### config.mk
export PLATFORM = sky130hd
export DESIGN_NAME = arp_tx
export DESIGN_NICKNAME = d
export VERILOG_FILES = /design/src/rtl/arp_tx.sv
export SDC_FILE = /design/constraint.sdc
export NUM_CORES = 1
export LEC_CHECK = 0
export CAP_MARGIN = 40
export CORE_MARGIN = 4
export CORE_UTILIZATION = 49
export CTS_CLUSTER_DIAMETER = 40
export CTS_CLUSTER_SIZE = 30
export DETAILED_ROUTE_END_ITERATION = 16
export GPL_ROUTABILITY_DRIVEN = 0
export GPL_TIMING_DRIVEN = 1
export PLACE_DENSITY_LB_ADDON = 0.3
export SYNTH_ARGS = -nofsm -noshare
export SYNTH_HDL_FRONTEND = slang
export SYNTH_SLANG_ARGS = --single-unit
### constraint.sdc
create_clock -name i_clk -period 13.3 [get_ports i_clk]
set_clock_uncertainty 0.15 [all_clocks]
set_input_delay 1.33 -clock i_clk [delete_from_list [all_inputs] [get_ports i_clk]]
set_output_delay 1.33 -clock i_clk [all_outputs]
set_load 0.01 [all_outputs]
### src/rtl/arp_tx.sv
// ARP transmit: arbitrates reply/request slots and streams a 28-byte payload, one byte per cycle.
// First byte three edges after a slot pulse when the MAC is ready; once a frame starts it ignores i_mac_ready.
module arp_tx #(
  parameter logic [31:0] P_SRC_IP  = {8'd192, 8'd168, 8'd10, 8'd1},
  parameter logic [47:0] P_SRC_MAC = 48'h00_00_00_00_00_00
) (
  input  logic        i_clk,
  input  logic        i_rst,
  input  logic [31:0] i_src_ip,
  input  logic        i_src_ip_valid,
  input  logic [47:0] i_src_mac,
  input  logic        i_src_mac_valid,
  input  logic [47:0] i_dst_mac,
  input  logic [31:0] i_dst_ip,
  input  logic        i_trig_reply,
  input  logic        i_arp_req,
  input  logic [31:0] i_req_ip,
  output logic        o_busy,
  output logic [47:0] o_mac_dst_mac,
  output logic [15:0] o_mac_type,
  output logic [7:0]  o_mac_data,
  output logic        o_mac_valid,
  output logic        o_mac_last,
  input  logic        i_mac_ready
);

  typedef enum logic [1:0] {IDLE, ARB, SEND, GAP} state_t;

  state_t state, state_nxt;
  logic [4:0]  cnt;
  logic        start, sel_reply;

  logic [31:0] src_ip;
  logic [47:0] src_mac;

  logic        pend_reply, pend_req;
  logic [47:0] rep_mac;
  logic [31:0] rep_ip;
  logic [31:0] req_ip;

  logic        f_reply;
  logic [47:0] f_dst_mac, f_smac, f_tha;
  logic [31:0] f_sip, f_tpa;

  logic [27:0][7:0] payload;
  logic             in_send;

  always_ff @(posedge i_clk or posedge i_rst) begin
    if (i_rst) state <= IDLE;
    else       state <= state_nxt;
  end

  always_comb begin
    state_nxt = state;
    start     = 1'b0;
    sel_reply = 1'b0;
    case (state)
      IDLE: if (pend_reply || pend_req) state_nxt = ARB;
      ARB: begin
        if (i_mac_ready) begin
          start     = 1'b1;
          sel_reply = pend_reply;
          state_nxt = SEND;
        end
      end
      SEND: if (cnt == 5'd27) state_nxt = GAP;
      GAP:  state_nxt = IDLE;
      default: state_nxt = IDLE;
    endcase
  end

  always_ff @(posedge i_clk or posedge i_rst) begin
    if (i_rst) begin
      src_ip  <= P_SRC_IP;
      src_mac <= P_SRC_MAC;
    end else begin
      if (i_src_ip_valid)  src_ip  <= i_src_ip;
      if (i_src_mac_valid) src_mac <= i_src_mac;
    end
  end

  // A pulse coinciding with its slot's clear wins, so the slot re-arms with the new data.
  always_ff @(posedge i_clk or posedge i_rst) begin
    if (i_rst) begin
      pend_reply <= 1'b0;
      pend_req   <= 1'b0;
      rep_mac    <= '0;
      rep_ip     <= '0;
      req_ip     <= '0;
    end else begin
      pend_reply <= i_trig_reply | (pend_reply & ~(start & sel_reply));
      pend_req   <= i_arp_req    | (pend_req   & ~(start & ~sel_reply));
      if (i_trig_reply) begin
        rep_mac <= i_dst_mac;
        rep_ip  <= i_dst_ip;
      end
      if (i_arp_req) req_ip <= i_req_ip;
    end
  end

  always_ff @(posedge i_clk or posedge i_rst) begin
    if (i_rst) begin
      f_reply   <= 1'b0;
      f_dst_mac <= '0;
      f_smac    <= '0;
      f_sip     <= '0;
      f_tha     <= '0;
      f_tpa     <= '0;
      cnt       <= '0;
    end else begin
      if (start) begin
        f_reply   <= sel_reply;
        f_dst_mac <= sel_reply ? rep_mac : 48'hFFFF_FFFF_FFFF;
        f_smac    <= src_mac;
        f_sip     <= src_ip;
        f_tha     <= sel_reply ? rep_mac : 48'h0;
        f_tpa     <= sel_reply ? rep_ip : req_ip;
        cnt       <= '0;
      end else if (state == SEND && cnt != 5'd27) begin
        cnt <= cnt + 5'd1;
      end
    end
  end

  assign payload = {16'h0001, 16'h0800, 8'h06, 8'h04,
                    8'h00, (f_reply ? 8'h02 : 8'h01),
                    f_smac, f_sip, f_tha, f_tpa};

  assign in_send       = (state == SEND);
  assign o_mac_valid   = in_send;
  assign o_mac_data    = in_send ? payload[5'd27 - cnt] : 8'h00;
  assign o_mac_last    = in_send && (cnt == 5'd27);
  assign o_mac_dst_mac = in_send ? f_dst_mac : 48'h0;
  assign o_mac_type    = in_send ? 16'h0806 : 16'h0000;
  assign o_busy        = (state != IDLE) | pend_reply | pend_req;

endmodule

# Word-level counts from Yosys, hierarchy flattened
# Cells that the tools add are included.
# op_classes
n_reduce_logical	7
bitwise	11
order_cmp	1
addsub	2
eq_ne	8
n_mux	19
# ops
op	count
$mux W48	3
$bmux W8 S5	1
$mux W32	1
$mux W8	2
$mux W12	1
$mux W5	2
$mux W2	4
$pmux W2 S4	1
$lt A5 B6 Y1 const B	1
$add A5 B1 Y5 const B	1
$eq A5 B5 Y1 const B	1
$ne A5 B5 Y1 const B	1
$sub A5 B5 Y5 const A	1
$and A1 B1 Y1	4
$eq A2 B2 Y1 const B	2
$mux W1	4
$ne A2 B2 Y1 const B	2
$or A1 B1 Y1	4
$reduce_bool A2 Y1	2
$not A1 Y1	3
$reduce_and A3 Y1	1
$eq A2 B1 Y1 const B	1
$logic_and A1 B1 Y1	2
$logic_not A2 Y1	1
other kinds (2)	2
# word_totals
inputBits	199
reg_bits	410

# Longest topological paths before layout
# Gate-level depths: netlist of run 1.
# depth
depth_word	7
depth_mapped	8
mapped_depth_nobuf	6

# Worst setup path before layout of run 1
# Ideal clock, no wire load.
# synth_timing
path_kind	flip-flop to output port
from	register state[0]
to	output o_mac_data[4]
arrival_time_ns	1.811
slack_ns	10.009
stages_incl_launch_ff	8
path_cell_list	dfrtp_1 -> inv_1 -> ha_1 -> clkbuf_1 -> inv_1 -> or3_1 -> nor2_1 -> a211o_1
# synth_between
elab_chain_cells	2
# synth_lines
element	line	text
from (decl)	29	state_t state, state_nxt;
from (signal assigned)	50	else state <= state_nxt;
$eq A2 B2 Y1	129	assign in_send = (state == SEND);
named net o_mac_valid	22	output logic o_mac_valid,
$mux W8	131	assign o_mac_data = in_send ? payload[5'd27 - cnt] : 8'h00;
to (decl)	21	output logic [7:0] o_mac_data,
# The timed path passes the listed nets, and every way through them passes these cells.

# Final worst setup path of run 1
# layout_timing
from	register cnt[2]
to	output o_mac_data[7]
# layout_between
elab_chain_cells	4
# layout_lines
element	line	text
from (decl)	30	logic [4:0] cnt;
from (signal assigned)	120	cnt <= cnt + 5'd1;
$sub A5 B5 Y5	131	
$bmux W8 S5	131	
$mux W8 (implied by the code)	131	
$mux W8	131	
# No other way between the ends. The select of a mux whose other input is x is not followed.

==> impl_summary.log, run 1 <==
[metrics] detailed-route via count: 12.5k
[metrics] final sum of negative setup slack: 0 ns
[metrics] latest clock arrival within the worst-skew pair: 0.57 ns
[metrics] TritonRoute pass-1 iters: 6
[metrics] critical-path maximum fanout: 23
[metrics] clk sink count: 410
[metrics] area of the die: 39100 um^2
[metrics] DP HPWL: 31900 um
[metrics] required time at the endpoint of the critical path: 11.82 ns
[metrics] Filler Cell Count: 2882
[metrics] quantity of I/O buffers inserted on ports: 260
[metrics] capture point of the worst reg-to-reg path: f_tha[40]
[metrics] core region area: 35600 um^2
[metrics] summed instance area of the synthesized netlist: 17700 um^2
[metrics] clock tree from TritonCTS: yes
[metrics] leading post-synthesis cells by cell area: sky130_fd_sc_hd__dfrtp_1 57%, sky130_fd_sc_hd__mux2_2 9.4%, sky130_fd_sc_hd__nand2_1 9.2%
[metrics] Clk pin slew, worst setup/hold paths: 0.06 ns
[metrics] Worst Hold Path Cells: 2
[metrics] detailed-route DRC error count: 0
[metrics] pin count of the biggest net entering global routing: 116
[metrics] final instance area: 22300 um^2
[metrics] antenna viol nets, final: 0
[metrics] dpl cell area: 20600 um^2
[metrics] worst hold path class: flip-flop to flip-flop
[metrics] number of buffers inserted during clock tree synthesis: 52
[metrics] total global routing track utilization: 23.1%
[metrics] final wirelength: 45700 um
[metrics] Data arrival, critical path: 3.78 ns
[metrics] chip width: 198 um
[metrics] number of max-cap violations: 0
[metrics] hold_buf cts: 0
[metrics] number of synthesized register bits: 410
[metrics] most frequently used flop master after synthesis: sky130_fd_sc_hd__dfrtp_1
[metrics] worst setup slack for register-to-register paths: 10.59 ns
[metrics] RSZ-0062 raised after global routing: false
[metrics] clock tree buffer depth: 3
[metrics] biggest area consumer among synthesized cells: sky130_fd_sc_hd__dfrtp_1
[metrics] slew of the pin with the lowest slew margin: 0.929 ns
[metrics] layout cells sized above 1: 16.0%
[metrics] most instantiated library cell after synthesis: sky130_fd_sc_hd__nand2_1
[metrics] GRT Residual Overflow: 0
[metrics] DRC violation total after the first TritonRoute iteration: 903
[metrics] largest incremental delay on the critical path: 0.85 ns
[metrics] number of distinct library cells after synthesis: 45
[metrics] FP Rows: 69
[metrics] share of the yosys chip area belonging to registers: 58.1%
[metrics] H-Tree Level Count: 2
[metrics] Routed WL per cell: 19.7 um
[metrics] Max stage delay cell, worst path: sky130_fd_sc_hd__dfrtp_1
[metrics] diode insertion count for antenna repair: 0
[metrics] Die Y-Extent: 198 um
[metrics] Avg Vias per Cell: 5.38
[metrics] Placement Setup Slack: 8.67 ns
[metrics] final worst path period share: 39.5%
[metrics] Slew Limit Headroom: 38.0%
[metrics] final net count: 2027
[metrics] setup violation total in the final timing report: 0
[metrics] Worst Min Path Start: src_ip[27]
[metrics] number of non-filler instances in the completed layout: 2320
[metrics] cell count after placement: 2226
[metrics] Synth Warn #: 0
[metrics] clock root buffer master: sky130_fd_sc_hd__clkbuf_16
[metrics] WHS Endpoint: f_sip[27]
[metrics] antenna violations before repair: 1
[metrics] max-slew violation total from the final report: 0
[metrics] number of placed I/O pins: 274
[metrics] synthesis-to-layout area growth: 26.5%
[metrics] list of cells traversed by the critical path: inv_2 -> ha_1 -> nand2b_1 -> nor3_1 -> a22o_1 -> a211o_1 -> clkdlybuf4s50_1
[metrics] Tmin final: 5.26 ns
[metrics] Initial Util: 49.7%
[metrics] PostCTS Resize Cnt: 0
[metrics] Post CTS Setup Buffer Count: 0
[metrics] Critical Path Source Type: flip-flop
[metrics] Register Area: 10300 um^2
[metrics] maximum operating frequency: 190 MHz
[metrics] Critical R2R Launch: state[1]
[metrics] global-route wire length before repair: 71300 um
[metrics] fraction of synthesized cell area taken by the top area cell type: 57.0%
[metrics] core utilization of the finished layout: 62.8%
[metrics] Leakage Power: 10.4 nW
[metrics] area used by multi-input combinational logic: 6640 um^2
[metrics] synthesized area divided by synthesized cell count: 11.1 um^2
[metrics] fraction of registers with async set/reset: 100%
[metrics] sum of internal, switching and leakage power: 4.63 mW
[metrics] peak supply drop: 0.000145 V
[metrics] number of flops mapped to enable cells by yosys: 0
[metrics] class of the most critical setup path: flip-flop to output port
[metrics] crit path capture type: output port
[metrics] total power per unit cell area: 207 nW/um^2
[metrics] final worst slack: 8.04 ns
[metrics] r2r worst-path depth: 6
[metrics] via count of the first global-routing pass: 12.8k
[metrics] Hold Fails Final Rpt: 0
[metrics] Worst Hold Margin: 0.304 ns
[metrics] outcome: complete, no violations
[metrics] synthesized netlist cell count: 1598
[metrics] leading post-synthesis cells by instance count: 433 x sky130_fd_sc_hd__nand2_1, 402 x sky130_fd_sc_hd__dfrtp_1, 147 x sky130_fd_sc_hd__mux2_2
[critical path, delay by kind of cell, from the launching register on]
family / cells / cell delay [ns]
compound gates: 2 / 0.37
buf+inv: 2 / 0.86
fa+ha+maj: 1 / 0.47
flops: 1 / 0.85
simple gates: 2 / 0.65
[worst max path at each step]
stage,cells after the start,slack [ns],to,from
CTS,7,8.06,o_mac_data[0],cnt[2]
floorplan,1,0.43,cnt[0],i_rst
detailed placement,7,8.67,o_mac_data[0],cnt[2]
global route,7,7.77,o_mac_data[0],cnt[2]
finish,7,8.04,o_mac_data[7],cnt[2]
global placement,7,8.77,o_mac_data[0],cnt[2]
[placed cells by master, fill, tap and decap left out, drive strengths merged, types with 9 or more instances in the layout]
master         netlist  layout
conb                 1      13
nor2                58      58
mux2               147     147
inv                 56      68
mux2i               39      39
buf                 46      22
nand2              433     433
dfrtp              402     402
clkinvlp             0       9
and2                49      49
mux4                38      38
a31oi               49      49
nand3               52      52
ha                   9       9
o21ai               87      87
clkdlybuf4s50        0     258
clkbuf              79      60
[state kept, by name, indices dropped and copies added, names as in the netlist, 2 cells and up]
| register | count |
|---|---|
| f_dst_mac | 48 |
| f_smac | 48 |
| f_tha | 48 |
| rep_mac | 48 |
| src_mac | 48 |
| f_sip | 32 |
| f_tpa | 32 |
| rep_ip | 32 |
| req_ip | 32 |
| src_ip | 32 |
| cnt | 5 |
| state | 2 |
[report_power, final]
group	switching (mW)	internal (mW)
Clock	0.565	0.867
Sequential	0.289	1.61
Combinational	0.666	0.636
[cell families (layout without fill, tap and decap cells)]
kind of cell	count (synthesis)	after routing	synth area share, %
compound gates	165	165	5.48
xor+xnor	5	5	0.248
fa+ha+maj	9	9	0.638
buf+inv	181	430	4.59
flops	410	410	58.1
mux	224	224	16.8
other cells	1	13	0.0212
simple gates	603	603	14.1
[final cells by class]
| class | instances | area share (%) |
|---|---|---|
| Clock buffer | 60 | 6.10 |
| Clock inverter | 34 | 1.89 |
| Inverter | 56 | 0.974 |
| Multi-Input combinational cell | 1019 | 29.7 |
| Sequential cell | 410 | 46.0 |
| Tap cell | 461 | 2.58 |
| Timing Repair Buffer | 280 | 12.8 |
[per-layer routing]
metal	wire length, um	up-vias	track usage, %	part of all wire (%)
met5	15	-	0	0.033
met4	1200	2	6.91	2.6
met3	3110	80	4.93	6.8
met2	21800	386	36.9	48
met1	19500	6222	32.1	43
li1	-	5781	-	-
Note: power is estimated with default switching activity, not from simulation.
==> run 2, diff against run 1 <==
==> constraint.sdc (replaced) <==
create_clock -name i_clk -period 4.5 [get_ports i_clk]
set_clock_uncertainty 0.15 [all_clocks]
set_input_delay 0.45 -clock i_clk [delete_from_list [all_inputs] [get_ports i_clk]]
set_output_delay 0.45 -clock i_clk [all_outputs]
set_load 0.01 [all_outputs]
==> impl_summary.log, run 2 (synthesis results as in run 1) <==
[metrics] Avg Vias per Cell: 5.36 (-0.27%)
[metrics] global-route wire length before repair: 71100 um (-0.28%)
[metrics] total global routing track utilization: 23.3% (+0.22 points)
[metrics] wire length on met3: 3750 um (+20%)
[metrics] outcome: complete, no violations
[metrics] number of non-filler instances in the completed layout: 2332 (+0.52%)
[metrics] Die Y-Extent: 198 um (unchanged)
[metrics] Slew Limit Headroom: 43.8% (+5.8 points)
[metrics] Leakage Power: 10.4 nW (+0.67%)
[metrics] final sum of negative setup slack: 0 ns (unchanged)
[metrics] antenna viol nets, final: 0 (unchanged)
[metrics] H-Tree Level Count: 2 (unchanged)
[metrics] DP HPWL: 32600 um (+2.0%)
[metrics] latest clock arrival within the worst-skew pair: 0.58 ns (about the same)
[metrics] clock tree buffer depth: 3 (unchanged)
[metrics] Data arrival, critical path: 3.37 ns (-0.41 ns)
[metrics] switching power total: 4.62 mW (+200%)
[metrics] area of the die: 39100 um^2 (unchanged)
[metrics] Placement Setup Slack: 1.12 ns (-7.55 ns)
[metrics] cell count after placement: 2232 (+0.27%)
[metrics] worst hold path class: primary input to asynchronous set/reset pin
[metrics] Post CTS Setup Buffer Count: 0 (unchanged)
[metrics] clock root buffer master: sky130_fd_sc_hd__clkbuf_16
[metrics] chip width: 198 um (unchanged)
[metrics] final wirelength: 45800 um (+0.30%)
[metrics] via count of the first global-routing pass: 12.7k (-0.37%)
[metrics] Sw Share: 33.4% (+0.62 points)
[metrics] TritonRoute pass-1 iters: 5 (-1)
[metrics] final worst path period share: 88.2%
[metrics] Routed WL per cell: 19.6 um (-0.22%)
[metrics] hold_buf cts: 0 (unchanged)
[metrics] list of cells traversed by the critical path: buf_16 -> buf_4 -> mux4_1 -> mux2i_1 -> o22a_1 -> o21ai_0 -> clkdlybuf4s50_1
[metrics] detailed-route via count: 12.5k (+0.25%)
[metrics] total power per unit cell area: 615 nW/um^2 (+200%)
[metrics] Hold Fails Final Rpt: 0 (unchanged)
[metrics] PostCTS Resize Cnt: 0 (unchanged)
[metrics] final net count: 2034 (+0.35%)
[metrics] most common library cell in the layout ignoring fill and taps: sky130_fd_sc_hd__nand2_1
[metrics] GRT Residual Overflow: 0 (unchanged)
[metrics] sequential power share: 41.2% (+0.2 points)
[metrics] number of buffers inserted during clock tree synthesis: 53 (+1.9%)
[metrics] required time at the endpoint of the critical path: 3.90 ns (-7.92 ns)
[metrics] number of placed I/O pins: 274 (unchanged)
[metrics] proportion of power drawn by combinational gates: 27.8% (-0.3 points)
[metrics] max-slew violation total from the final report: 0 (unchanged)
[metrics] DRC violation total after the first TritonRoute iteration: 877 (-2.9%)
[metrics] FP Rows: 69 (unchanged)
[metrics] Clock power frac: 31.0% (about the same)
[metrics] M1 wire length: 18600 um (-5.0%)
[metrics] setup violation total in the final timing report: 0 (unchanged)
[metrics] crit path capture type: output port
[metrics] antenna violations before repair: 4 (+3)
[metrics] cell internal pwr: 9.21 mW (+200%)
[metrics] pin count of the biggest net entering global routing: 106 (-8.6%)
[metrics] highest metal used: met5
[metrics] clock tree from TritonCTS: yes
[metrics] clk sink count: 410 (unchanged)
[metrics] sum of internal, switching and leakage power: 13.8 mW (+200%)
[metrics] largest incremental delay on the critical path: 0.69 ns (-0.16 ns)
[metrics] core region area: 35600 um^2 (unchanged)
[metrics] maximum operating frequency: 252 MHz
[metrics] Tmin final: 3.97 ns
[metrics] Initial Util: 49.7% (unchanged)
[metrics] quantity of I/O buffers inserted on ports: 260 (unchanged)
[metrics] number of max-cap violations: 0 (unchanged)
[metrics] final worst slack: 0.532 ns (-7.51 ns)
[metrics] detailed-route DRC error count: 0 (unchanged)
[metrics] layout cells sized above 1: 16.7% (+0.65 points)
[metrics] slew of the pin with the lowest slew margin: 0.843 ns (-0.0863 ns)
[metrics] RSZ-0062 raised after global routing: false
[metrics] synthesis-to-layout area growth: 27.3%
[metrics] detailed-routed wire length on met2: 22400 um (+2.6%)
[metrics] peak supply drop: 0.000311 V (+110%)
[metrics] critical-path maximum fanout: 20 (-13%)
[metrics] core utilization of the finished layout: 63.2% (+0.38 points)
[metrics] Clk pin slew, worst setup/hold paths: 0.06 ns (about the same)
[metrics] class of the most critical setup path: flip-flop to output port
[metrics] Critical Path Source Type: flip-flop
[metrics] Max stage delay cell, worst path: sky130_fd_sc_hd__dfrtp_2
[metrics] Filler Cell Count: 2839 (-1.5%)
[metrics] most frequent cells in the layout: 432 x sky130_fd_sc_hd__nand2_1, 399 x sky130_fd_sc_hd__dfrtp_1, 258 x sky130_fd_sc_hd__clkdlybuf4s50_1
run 2: worst max-delay path, delay by kind of cell, from the launching register on:
kind                   cells  cell delay (ns)
AOI/OAI and AO/OA          2             0.25
buffers and inverters      3             1.04
DFF                        1             0.69
muxes                      2             0.79
run 2: per-layer routing:
layer	up-vias	GRT usage [%]
li1	5801	-
met1	6231	31.0
met2	399	37.9
met3	65	6.57
met4	6	6.38
met5	-	0
run 2: area by class of cell:
cell class	instances	area (um^2)	area share (%)
Sequential cell	410	10300	45.7
Multi-Input combinational cell	1019	6640	29.5
Timing Repair Buffer	286	2940	13.1
Clock buffer	59	1380	6.13
Tap cell	461	577	2.57
Clock inverter	40	455	2.03
Inverter	56	214	0.952
Antenna cell	1	2.50	0.0111
run 2: stage by stage:
stage | hold slack [ns] | instance area [um^2]
floorplan | 0.280 | 17700
CTS | 0.0773 | 22500
finish | 0.0857 | 22500
detailed placement | 0.304 | 20600
global route | 0.104 | 22500
global placement | 0.297 | 20500
run 2: path summary, 6_finish.rpt:
| kind | depth (start not counted) | slack [ns] | end | start |
|---|---|---|---|---|
| max in group asynchronous | 4 | 3.03 | rep_ip[5] | i_rst |
| max | 7 | 0.53 | o_mac_data[1] | cnt[0] |
| min reg2reg | 2 | 0.31 | f_sip[2] | src_ip[2] |
| max reg2reg | 6 | 2.15 | f_tha[43] | state[1] |
| min in group i_clk | 2 | 0.26 | src_mac[36] | i_src_mac_valid |
| min | 2 | 0.09 | f_smac[46] | i_rst |
run 2: power groups by stage:
stage	Clock, mW	Combinational (mW)	Sequential (mW)
finish	4.28	3.85	5.71
global route	4.53	4.27	5.80
CTS	4.36	3.87	5.70
detailed placement	0	3.85	5.74
global placement	0	3.59	5.81
floorplan	0	2.77	5.19
==> run 3, diff against run 2 <==
--- a/config.mk
+++ b/config.mk
@@ -6,6 +6,7 @@
 export NUM_CORES = 1
 export LEC_CHECK = 0
 export CAP_MARGIN = 40
+export CORE_ASPECT_RATIO = 1.2
 export CORE_MARGIN = 4
 export CORE_UTILIZATION = 49
 export CTS_CLUSTER_DIAMETER = 40
==> impl_summary.log, run 3 (synthesis results as in run 1) <==
[metrics] global-route wire length before repair: 71600 um (+0.75%)
[metrics] final net count: 2025 (-0.44%)
[metrics] final sum of negative setup slack: 0 ns (unchanged)
[metrics] Clk pin slew, worst setup/hold paths: 0.07 ns (about the same)
[metrics] peak supply drop: 0.000289 V (-7.1%)
[metrics] number of max-cap violations: 0 (unchanged)
[metrics] maximum operating frequency: 267 MHz (+6.0%)
[metrics] antenna viol nets, final: 0 (unchanged)
[metrics] Critical Path Source Type: flip-flop
[metrics] TritonRoute pass-1 iters: 5 (unchanged)
[metrics] setup violation total in the final timing report: 0 (unchanged)
[metrics] total power per unit cell area: 598 nW/um^2 (-2.9%)
[metrics] class of the most critical setup path: flip-flop to output port
[metrics] critical-path maximum fanout: 22 (+10%)
[metrics] clock tree buffer depth: 3 (unchanged)
[metrics] Placement Setup Slack: 1.41 ns (+0.284 ns)
[metrics] Tmin final: 3.74 ns (-0.223 ns)
[metrics] PostCTS Resize Cnt: 0 (unchanged)
[metrics] area of the die: 39200 um^2 (about the same)
[metrics] Leakage Power: 10.3 nW (-1.3%)
[metrics] max-slew violation total from the final report: 0 (unchanged)
[metrics] Routed WL per cell: 19.6 um (about the same)
[metrics] clock tree from TritonCTS: yes
[metrics] most frequent cells in the layout: 432 x sky130_fd_sc_hd__nand2_1, 399 x sky130_fd_sc_hd__dfrtp_1, 258 x sky130_fd_sc_hd__clkdlybuf4s50_1
[metrics] clock root buffer master: sky130_fd_sc_hd__clkbuf_16
[metrics] clk sink count: 410 (unchanged)
[metrics] Die Y-Extent: 216 um (+9.2%)
[metrics] quantity of I/O buffers inserted on ports: 260 (unchanged)
[metrics] final worst slack: 0.755 ns (+0.223 ns)
[metrics] H-Tree Level Count: 2 (unchanged)
[metrics] number of placed I/O pins: 274 (unchanged)
[metrics] pin count of the biggest net entering global routing: 132 (+25%)
[metrics] required time at the endpoint of the critical path: 3.90 ns (about the same)
[metrics] layout cells sized above 1: 16.0% (-0.71 points)
[metrics] detailed-route DRC error count: 0 (unchanged)
[metrics] latest clock arrival within the worst-skew pair: 0.57 ns (about the same)
[metrics] Post CTS Setup Buffer Count: 0 (unchanged)
[metrics] crit path capture type: output port
[metrics] slew of the pin with the lowest slew margin: 0.869 ns (+0.0260 ns)
[metrics] final worst path period share: 83.2% (-5.0 points)
[metrics] final wirelength: 45500 um (-0.71%)
[metrics] Initial Util: 50.1% (+0.40 points)
[metrics] core region area: 35300 um^2 (-0.80%)
[metrics] number of buffers inserted during clock tree synthesis: 45 (-15%)
[metrics] via count of the first global-routing pass: 12.9k (+1.5%)
[metrics] DRC violation total after the first TritonRoute iteration: 885 (+0.91%)
[metrics] DP HPWL: 32400 um (-0.46%)
[metrics] Data arrival, critical path: 3.14 ns (-0.23 ns)
[metrics] most common library cell in the layout ignoring fill and taps: sky130_fd_sc_hd__nand2_1
[metrics] RSZ-0062 raised after global routing: false
[metrics] antenna violations before repair: 3 (-1)
[metrics] synthesis-to-layout area growth: 25.5%
[metrics] hold_buf cts: 0 (unchanged)
[metrics] chip width: 181 um (-8.4%)
[metrics] outcome: complete, no violations
[metrics] FP Rows: 75 (+8.7%)
[metrics] GRT Residual Overflow: 0 (unchanged)
[metrics] Slew Limit Headroom: 42.1% (-1.7 points)
[metrics] worst hold path class: primary input to flip-flop
[metrics] Avg Vias per Cell: 5.40 (+0.80%)
[metrics] total global routing track utilization: 23.0% (-0.29 points)
[metrics] Hold Fails Final Rpt: 0 (unchanged)
[metrics] detailed-route via count: 12.5k (+0.10%)
==> run 3: cell types whose count changed in the layout (fill, tap and decap cells not counted), sizes merged <==
cell / change
clkinvlp: -5
bufinv: -3
buf: -1
clkinv: -1
inv: -1
clkbuf: -6
==> run 3: area by class of cell <==
type / instances / area [um^2]
clock inverters: 30 / 309
repair buffers: 285 / 2910
diodes: 1 / 2.50
fillers: 2843 / 13100
well taps: 462 / 578
multi-input cells: 1019 / 6640
inverters: 56 / 214
flip-flops and latches: 410 / 10300
clock buffers: 53 / 1240
==> run 3: stage by stage <==
stage	instance area [um^2]	total power [mW]	util (%)	hold slack (ns)	instances
after floorplan	17700	7.95	-	0.280	1610
after global placement	20500	9.37	58.2	0.294	2228
after detailed placement	20600	9.56	58.4	0.298	2232
after CTS	22200	13.3	62.8	0.154	2315
after global routing	22200	14.0	62.8	0.209	2316
final	22200	13.3	62.8	0.179	2316
==> run 3: path summary, 6_finish.rpt <==
| check | from | to | slack (ns) | cells past startpoint |
|---|---|---|---|---|
| min in group asynchronous | i_rst | f_dst_mac[12] | 0.24 | 2 |
| max in group asynchronous | i_rst | src_ip[23] | 2.74 | 4 |
| hold / removal | i_trig_reply | rep_mac[27] | 0.18 | 3 |
| setup / recovery | cnt[2] | o_mac_data[5] | 0.76 | 7 |
| hold reg to reg | src_ip[2] | f_sip[2] | 0.31 | 2 |
| setup reg to reg | pend_reply | f_tha[23] | 2.06 | 3 |
==> run 3: critical path: stages, from the launching register on <==
cell and delay, ns:
sky130_fd_sc_hd__dfrtp_1 0.39, sky130_fd_sc_hd__buf_4 0.22, sky130_fd_sc_hd__ha_1 0.26, sky130_fd_sc_hd__xor2_1 0.21
sky130_fd_sc_hd__or3_1 0.39, sky130_fd_sc_hd__nor2_1 0.29, sky130_fd_sc_hd__a211o_1 0.26, sky130_fd_sc_hd__clkdlybuf4s50_1 0.56
==> run 3: report_power, final <==
part	internal, mW	total, mW	leakage [nW]	switching [mW]
Clock	2.10	3.74	0.757	1.64
Sequential	4.76	5.66	4.92	0.904
Combinational	1.91	3.85	4.62	1.94
==> run 3: layer usage <==
layer  up-vias  global-route usage [%]  wire (um)
li1       5782                       -          -
met1      6197                    29.3      17900
met2       416                    38.9      22800
met3       116                    4.83       2880
met4         4                    8.73       1830
met5         -                       0         28
